[src/rtl/atm_fsm_param_if.sv]
// Front-end bundle between keypad/buttons and the ATM controller.
// master drives requests, slave (the controller) drives status.
interface atm_fsm_param_if #(
  parameter int PIN_W = 4,
  parameter int BAL_W = 3,
  parameter int FC_W  = 2
);
  logic             on;
  logic             push1;
  logic             push2;
  logic             cancel;
  logic             enter;
  logic [PIN_W-1:0] password;
  logic             powered;
  logic             logged_in;
  logic             wd_pulse;
  logic             denied;
  logic             show_balance;
  logic [BAL_W-1:0] balance;
  logic             empty;
  logic [FC_W-1:0]  fail_cnt;
  logic             locked;

  modport master (
    output on, push1, push2, cancel, enter, password,
    input  powered, logged_in, wd_pulse, denied,
    input  show_balance, balance, empty, fail_cnt, locked
  );

  modport slave (
    input  on, push1, push2, cancel, enter, password,
    output powered, logged_in, wd_pulse, denied,
    output show_balance, balance, empty, fail_cnt, locked
  );
endinterface

[src/rtl/atm_fsm_param.sv]
// Parametrised ATM controller: power, PIN auth, withdraw, query.
// Define ATM_LOCKOUT_EN to lock the machine after MAX_TRIES bad PINs.
module atm_fsm_param #(
  parameter int               PIN_W     = 4,
  parameter logic [PIN_W-1:0] PIN_VALUE = 4'b1001,
  parameter int               BAL_W     = 3,
  parameter int               BAL_INIT  = 7,
  parameter int               WD_AMOUNT = 1,
  parameter int               HOLD_CYC  = 2,
  parameter int               MAX_TRIES = 3,
  parameter int               FC_W      = $clog2(MAX_TRIES+1)
) (
  input logic                clock,
  input logic                reset,
  atm_fsm_param_if.slave     bus
);

  localparam int HW = (HOLD_CYC > 1) ? $clog2(HOLD_CYC) : 1;

  localparam logic [BAL_W:0]   WDA   = (BAL_W+1)'(WD_AMOUNT);
  localparam logic [BAL_W-1:0] BINIT = BAL_W'(BAL_INIT);
  localparam logic [FC_W-1:0]  MAXF  = FC_W'(MAX_TRIES);
  localparam logic [FC_W-1:0]  ONEF  = FC_W'(1);
  localparam logic [HW-1:0]    HLOAD = HW'(HOLD_CYC-1);
  localparam logic [HW-1:0]    ONEH  = HW'(1);

  typedef enum logic [2:0] {
    OFF, IDLE, AUTH, WITHDRAW, QUERY, LOCKED
  } state_t;

  state_t           state_q, state_d;
  logic [BAL_W-1:0] stock_q, stock_d;
  logic [FC_W-1:0]  fail_q, fail_d;
  logic [HW-1:0]    hold_q, hold_d;
  logic             wd_d, den_d;
  logic             powered_q, logged_q, wd_q;
  logic             den_q, show_q, locked_q;

  logic can_wd, both, p1, p2;

  // compare in BAL_W+1 bits so the stock can never wrap
  assign can_wd = {1'b0, stock_q} >= WDA;
  assign both   = !bus.cancel && bus.push1 && bus.push2;
  assign p1     = !bus.cancel && bus.push1 && !bus.push2;
  assign p2     = !bus.cancel && bus.push2 && !bus.push1;

  always_comb begin
    state_d = state_q;
    stock_d = stock_q;
    fail_d  = fail_q;
    hold_d  = hold_q;
    wd_d    = 1'b0;
    den_d   = 1'b0;
    if (!bus.on) begin
      state_d = OFF;
      fail_d  = '0;
    end else begin
      unique case (state_q)
        OFF: state_d = IDLE;
        IDLE: begin
          if (bus.enter) begin
            if (bus.password == PIN_VALUE) begin
              state_d = AUTH;
              fail_d  = '0;
            end else if (fail_q != MAXF) begin
              fail_d = fail_q + ONEF;
            end
          end
`ifdef ATM_LOCKOUT_EN
          if (fail_q == MAXF) begin
            state_d = LOCKED;
            fail_d  = fail_q;
          end
`endif
        end
        AUTH: begin
          unique case (1'b1)
            bus.cancel: state_d = IDLE;
            both: ;
            p1: begin
              if (can_wd) begin
                state_d = WITHDRAW;
                stock_d = stock_q - WDA[BAL_W-1:0];
                hold_d  = HLOAD;
                wd_d    = 1'b1;
              end else begin
                den_d = 1'b1;
              end
            end
            p2: begin
              state_d = QUERY;
              hold_d  = HLOAD;
            end
            default: ;
          endcase
        end
        WITHDRAW, QUERY: begin
          if (hold_q == '0) state_d = AUTH;
          else              hold_d  = hold_q - ONEH;
        end
        LOCKED: ;
        default: state_d = OFF;
      endcase
    end
  end

  always_ff @(posedge clock or posedge reset) begin
    if (reset) begin
      state_q   <= OFF;
      stock_q   <= BINIT;
      fail_q    <= '0;
      hold_q    <= '0;
      powered_q <= 1'b0;
      logged_q  <= 1'b0;
      wd_q      <= 1'b0;
      den_q     <= 1'b0;
      show_q    <= 1'b0;
      locked_q  <= 1'b0;
    end else begin
      state_q   <= state_d;
      stock_q   <= stock_d;
      fail_q    <= fail_d;
      hold_q    <= hold_d;
      powered_q <= state_d != OFF;
      logged_q  <= state_d == AUTH ||
                   state_d == WITHDRAW ||
                   state_d == QUERY;
      wd_q      <= wd_d;
      den_q     <= den_d;
      show_q    <= state_d == QUERY;
`ifdef ATM_LOCKOUT_EN
      locked_q  <= state_d == LOCKED;
`else
      locked_q  <= 1'b0;
`endif
    end
  end

  assign bus.powered      = powered_q;
  assign bus.logged_in    = logged_q;
  assign bus.wd_pulse     = wd_q;
  assign bus.denied       = den_q;
  assign bus.show_balance = show_q;
  assign bus.balance      = show_q ? stock_q : '0;
  assign bus.empty        = !can_wd;
  assign bus.fail_cnt     = fail_q;
  assign bus.locked       = locked_q;

endmodule

[src/flat_wrapper.sv]
// flat-port wrapper written by rule: the top's interface ports become plain ports
module atm_fsm_param_flat 
#(
  parameter int               PIN_W     = 4,
  parameter logic [PIN_W-1:0] PIN_VALUE = 4'b1001,
  parameter int               BAL_W     = 3,
  parameter int               BAL_INIT  = 7,
  parameter int               WD_AMOUNT = 1,
  parameter int               HOLD_CYC  = 2,
  parameter int               MAX_TRIES = 3,
  parameter int               FC_W      = $clog2(MAX_TRIES+1)
)
  (clock, reset, bus_on, bus_push1, bus_push2, bus_cancel, bus_enter, bus_password, bus_powered, bus_logged_in, bus_wd_pulse, bus_denied, bus_show_balance, bus_balance, bus_empty, bus_fail_cnt, bus_locked);
  atm_fsm_param_if #(.PIN_W(PIN_W), .BAL_W(BAL_W), .FC_W(FC_W)) bus_i ();
  input logic clock;
  input logic reset;
  input wire logic [$bits(bus_i.on)-1:0] bus_on;
  input wire logic [$bits(bus_i.push1)-1:0] bus_push1;
  input wire logic [$bits(bus_i.push2)-1:0] bus_push2;
  input wire logic [$bits(bus_i.cancel)-1:0] bus_cancel;
  input wire logic [$bits(bus_i.enter)-1:0] bus_enter;
  input wire logic [$bits(bus_i.password)-1:0] bus_password;
  output wire logic [$bits(bus_i.powered)-1:0] bus_powered;
  output wire logic [$bits(bus_i.logged_in)-1:0] bus_logged_in;
  output wire logic [$bits(bus_i.wd_pulse)-1:0] bus_wd_pulse;
  output wire logic [$bits(bus_i.denied)-1:0] bus_denied;
  output wire logic [$bits(bus_i.show_balance)-1:0] bus_show_balance;
  output wire logic [$bits(bus_i.balance)-1:0] bus_balance;
  output wire logic [$bits(bus_i.empty)-1:0] bus_empty;
  output wire logic [$bits(bus_i.fail_cnt)-1:0] bus_fail_cnt;
  output wire logic [$bits(bus_i.locked)-1:0] bus_locked;
  assign bus_i.on = bus_on;
  assign bus_i.push1 = bus_push1;
  assign bus_i.push2 = bus_push2;
  assign bus_i.cancel = bus_cancel;
  assign bus_i.enter = bus_enter;
  assign bus_i.password = bus_password;
  assign bus_powered = bus_i.powered;
  assign bus_logged_in = bus_i.logged_in;
  assign bus_wd_pulse = bus_i.wd_pulse;
  assign bus_denied = bus_i.denied;
  assign bus_show_balance = bus_i.show_balance;
  assign bus_balance = bus_i.balance;
  assign bus_empty = bus_i.empty;
  assign bus_fail_cnt = bus_i.fail_cnt;
  assign bus_locked = bus_i.locked;
  atm_fsm_param #(.PIN_W(PIN_W), .PIN_VALUE(PIN_VALUE), .BAL_W(BAL_W), .BAL_INIT(BAL_INIT), .WD_AMOUNT(WD_AMOUNT), .HOLD_CYC(HOLD_CYC), .MAX_TRIES(MAX_TRIES), .FC_W(FC_W)) u_core (.clock(clock), .reset(reset), .bus(bus_i));
endmodule
[config.mk]
export PLATFORM = sky130hd
export DESIGN_NAME = atm_fsm_param_flat
export DESIGN_NICKNAME = d
export VERILOG_FILES = /design/src/rtl/atm_fsm_param_if.sv /design/src/rtl/atm_fsm_param.sv /design/src/flat_wrapper.sv
export SDC_FILE = /design/constraint.sdc
export NUM_CORES = 1
export LEC_CHECK = 0
export CORE_UTILIZATION = 40
export DETAILED_ROUTE_END_ITERATION = 10
export PLACE_DENSITY = 0.79
export SETUP_SLACK_MARGIN = 0.5
export SKIP_CTS_REPAIR_TIMING = 1
export SLEW_MARGIN = 25
export SYNTH_ARGS = -nofsm -noshare
export SYNTH_HDL_FRONTEND = slang
export SYNTH_SLANG_ARGS = --single-unit
[constraint.sdc]
create_clock -name clock -period 3.9 [get_ports clock]
set_input_delay 0.975 -clock clock [delete_from_list [all_inputs] [get_ports clock]]
set_output_delay 0.975 -clock clock [all_outputs]
set_load 0.05 [all_outputs]
Yosys cells after proc, flatten, opt, wreduce, memory -nomap -nowiden --
Cells that the tools add are included. W data, S select, Z words.
Storage, ports and cells: bits in latches 0, output and inout port bits 12, bits in registers 14, ROM bits 0, memory bits (writable) 0, logic and storage cells 70, memories kept 0
Cells by class: multipliers 0, reductions and logical operators 17, shift operators 0, add/subtract/negate cells 3, equality and inequality tests 15, multiplexer cells 25, bitwise logic cells 0, div/mod/pow operators 0, magnitude comparators 1
Operator list (count):
- $mux W3 | 6
- $pmux W3 S5 | 1
- $eq A3 B2 Y1 const B | 4
- $mux W1 | 10
- $mux W2 | 5
- $eq A3 B3 Y1 const B | 3
- $pmux W3 S3 | 1
- $reduce_and A4 Y1 | 2
- $ne A3 B1 Y1 const B | 2
- $eq A4 B4 Y1 const B | 1
- $logic_and A1 B1 Y1 | 4
- $logic_not A1 Y1 | 4
- $ne A2 B1 Y1 const B | 2
- $pmux W1 S2 | 2
- $eq A3 B1 Y1 const B | 1
- $ge A3 B1 Y1 const B | 1
- $logic_not A3 Y1 | 1
- $ne A3 B2 Y1 const B | 1
- $reduce_and A3 Y1 | 1
- $reduce_bool A3 Y1 | 1
- $sub A3 B1 Y3 const B | 1
- $add A2 B1 Y2 const B | 1
- $logic_or A1 B1 Y1 | 2
- $ne A2 B2 Y1 const B | 1
- other kinds (3) | 3

Longest topological paths before layout --
word-level depth 9, depth in mapped cells 7, mapped depth without buffers 7

Worst setup path after synthesis --
OpenSTA, ideal clock, no wires.
path type register to output, start reg u_core.stock_q[1], end out bus_empty, buffers on the path 0, slack 1.385 ns, arrival time 1.540 ns, data required time 2.925 ns, stages on the path, launching flop included 5, path through dfstp_2 -> inv_1 -> ha_1 -> or4_4 -> inv_1
Between the ends: word-level cells in the longest chain between the ends 2
RTL lines:
- from (decl) | line atm_fsm_param.sv:32 | logic [BAL_W-1:0] stock_q, stock_d;
- from (signal assigned) | line atm_fsm_param.sv:121 | stock_q <= stock_d;
- $ge A3 B1 Y1 | line atm_fsm_param.sv:42 | assign can_wd = {1'b0, stock_q} >= WDA;
- $logic_not A1 Y1 | line atm_fsm_param.sv:145 | assign bus.empty = !can_wd;
- to (decl) | line flat_wrapper.sv:29 | output wire logic [$bits(bus_i.empty)-1:0] bus_empty;
Every way passes these cells.

Worst setup path after layout --
Ends and elaborated chain as after synthesis.

==> results.cfg <==
[yosys]
avgSynthCellArea_um2 = 9.994
ys_ff_latch = 14
synth_area_um2 = 779.5
synth_area_leaders = dfrtp_1 35%, dfstp_2 10%, ha_1 4.8%
synth_cells = 78
ys_types = 35
netlist.area_leader.share_pct = 35.31
synth_nets = 92
ys_seq_area_share_pct = 45.43
synth_top_area_cell = dfrtp_1
yosys_warnings = 0

[critical_path]
critPathArrivalTime_ps = 2080
worst_ep_required_time_ps = 2920
worst-setup-path-type = reg2out
regToRegStartpoint = u_core.stock_q[1]$_DFFE_PP1P_
critPathLaunchType = flip-flop
path_max_fanout = 4
reg2regPathDepth = 7
crit_path_end_kind = output pin
r2r_setup_slack_ps = 2070
crit_start = u_core.stock_q[1]$_DFFE_PP1P_

[floorplanning]
die_y_um = 46.15
core_um2 = 1783
fp.dieW_um = 46.15
die_area_um2 = 2129
pin_count = 23
num_rows = 15
start_util_pct = 43.72

[drt]
detail-route-antenna-nets = 0
vias = 635
drtIter0Drc = 14
drc = 0
routedWlPerCell_um = 11.82
via_per_inst = 5.040
dr.pass1.iters = 4
drt-total-wl_mm = 1.489

[placed_design]
port_buffers = 21
placed_area_um2 = 1008
gp_congestion = 0.7221
post-dp-hpwl_mm = 1.146

[clock_network]
clockRootBuffer = clkbuf_4
insertion_delay_ps = 270
clkTransAtPathRegs_ps = 80
cts_tree = built
cts_buffers = 3
cts.sinks = 14
clockBufferDepth = 2
htree_num_levels = 1

[sta]
finalCritPeriodShare_pct = 78.23
setup_viol = 0
fmax_mhz = 327.8
fin_hold_ws_ps = 524.3
slew_headroom_pct = 65.82
final.min_clock_period_ps = 3051
finClkSkew_ps = 3.929
setup_tns_ps = 0
rsz0062_at_grt = no
hold_viol = 0
slew_viol_final = 0
worst_slew_pin_slew_ps = 506.3

[worst_hold_path]
worstHoldPathCells = 1
hold_path_startpoint = u_core.stock_q[2]$_DFFE_PP1P_
worstHoldPathType = reg2reg

[global_routing]
antenna_found_initial = 0
first_global_vias = 598
overflow = 0
grt_start_max_net_pins = 15
track_usage_pct = 15.96
grt_pass1_wl_mm = 2.366

[finish]
antenna_cells = 0
fin_area_um2 = 1047
multi_input_area_um2 = 394.1
n_fill_cell = 151
register_area_um2 = 354.1
nets = 116
area_growth_pct = 34.35
drive_above_1_share_pct = 13.86

[job]
drv_cap = 0

[outcome]
status = complete, no violations

[pwr]
finalPower_uw = 302.2
pwr_density_cell_nw_per_um2 = 288.6
ir_worst_vdd_uv = 154.5
p_leak_uw = 0.0004590
==> critical path, cell delays in order, from the launching register on <==
cell	delay, ps
dfstp_2	560
inv_1	70
ha_1	180
or4_4	440
inv_1	120
dlymetal6s2s_1	430
==> area by class of cell <==
class | instances | share of cell area, %
clock buffer | 4 | 3.465
sequential | 14 | 33.81
tap | 25 | 2.987
multi-input combinational | 57 | 37.63
inverter | 5 | 1.792
timing repair buffer | 21 | 20.31
==> worst paths after layout <==
check,endpoint
worst min register to register,u_core.stock_q[2]$_DFFE_PP1P_
worst max-delay path,bus_empty
max in group asynchronous,u_core.stock_q[2]$_DFFE_PP1P_
worst min-delay path,u_core.stock_q[2]$_DFFE_PP1P_
min in group asynchronous,u_core.bus.fail_cnt[1]$_DFFE_PP0P_
worst max register to register,u_core.bus.logged_in$_DFF_PP0_
==> layer usage <==
layer  vias up  GRT usage, %  routed length [um]
met2        13         28.45                 774
met4         0         8.824                  19
li1        311             -                   -
met3         2         3.922                  43
met5         -             0                   0
met1       309         16.95                 651
==> per-stage QoR <==
| stage | instances | setup WS, ps | utilization (%) |
|---|---|---|---|
| 2_1_floorplan | 78 | 1385 | - |
| 3_3_place_gp | 122 | 820.7 | 56.56 |
| 3_5_place_dp | 122 | 774.6 | 56.56 |
| 4_1_cts | 126 | 445.2 | 58.60 |
| 5_1_grt | 126 | 774.5 | 58.74 |
| 6_report | 126 | 849.1 | 58.74 |
==> flip-flops by register name, summed over array words and instances, names as in the netlist <==
name and flops:
u_core.bus.denied 1, u_core.state_q 3, u_core.bus.wd_pulse 1, u_core.bus.fail_cnt 2, u_core.bus.powered 1, u_core.stock_q 3, u_core.bus.logged_in 1, u_core.hold_q 1
u_core.bus.show_balance 1
==> Yosys cell counts <==
| cell | number |
|---|---|
| a21boi_0 | 1 |
| a21oi_1 | 3 |
| a21oi_2 | 1 |
| a22oi_1 | 1 |
| and2_1 | 4 |
| and2b_2 | 1 |
| and4bb_2 | 1 |
| buf_2 | 1 |
| buf_4 | 1 |
| conb_1 | 1 |
| dfrtp_1 | 11 |
| dfstp_2 | 3 |
| ha_1 | 3 |
| inv_1 | 5 |
| mux2i_1 | 1 |
| nand2_1 | 7 |
| nand2_2 | 1 |
| nand2b_1 | 1 |
| nand3_1 | 1 |
| nand3b_1 | 1 |
| nand4bb_1 | 1 |
| nor2_1 | 5 |
| nor2b_1 | 5 |
| nor3_1 | 3 |
| nor3_4 | 1 |
| nor4bb_1 | 1 |
| o21ai_0 | 3 |
| o22ai_1 | 1 |
| o2bb2ai_1 | 1 |
| o311ai_0 | 1 |
| or2b_1 | 2 |
| or4_1 | 1 |
| or4_4 | 1 |
| or4b_4 | 1 |
| xnor2_1 | 2 |
==> report_power, final <==
group | switching (uW) | internal (uW) | total (uW)
registers | 4.51 | 150 | 155
clock network | 46.8 | 56.7 | 104
logic | 23.6 | 20.5 | 44.1
total | 75.0 | 227 | 302
==> cells in the final DEF (no fill, tap or decap), drive strengths merged <==
master         Yosys  final
a21boi             1      1
a21oi              4      4
a22oi              1      1
and2               4      4
and2b              1      1
and4bb             1      1
clkbuf             0      4
clkdlybuf4s50      0     20
conb               1      1
dfrtp             11     11
dfstp              3      3
dlymetal6s2s       0      1
ha                 3      3
inv                5      5
mux2i              1      1
nand2              8      8
nand2b             1      1
nand3              1      1
nand3b             1      1
nand4bb            1      1
nor2               5      5
nor2b              5      5
nor3               4      4
nor4bb             1      1
o21ai              3      3
o22ai              1      1
o2bb2ai            1      1
o311ai             1      1
or2b               2      2
or4                2      2
or4b               1      1
xnor2              2      2
==> cell families (layout without fill, tap and decap cells) <==
| group | after synthesis | count (layout) | synth area share (%) |
|---|---|---|---|
| AND/OR/NAND/NOR | 38 | 38 | 31.78 |
| buffers and inverters | 7 | 30 | 4.013 |
| other | 1 | 1 | 0.4811 |
| XOR/XNOR | 2 | 2 | 2.248 |
| flip-flops | 14 | 14 | 45.43 |
| adder cells (fa/ha/maj) | 3 | 3 | 4.816 |
| AO/OA/AOI/OAI | 12 | 12 | 9.953 |
| multiplexers | 1 | 1 | 1.284 |
Note: power is estimated with default switching activity, not from simulation.
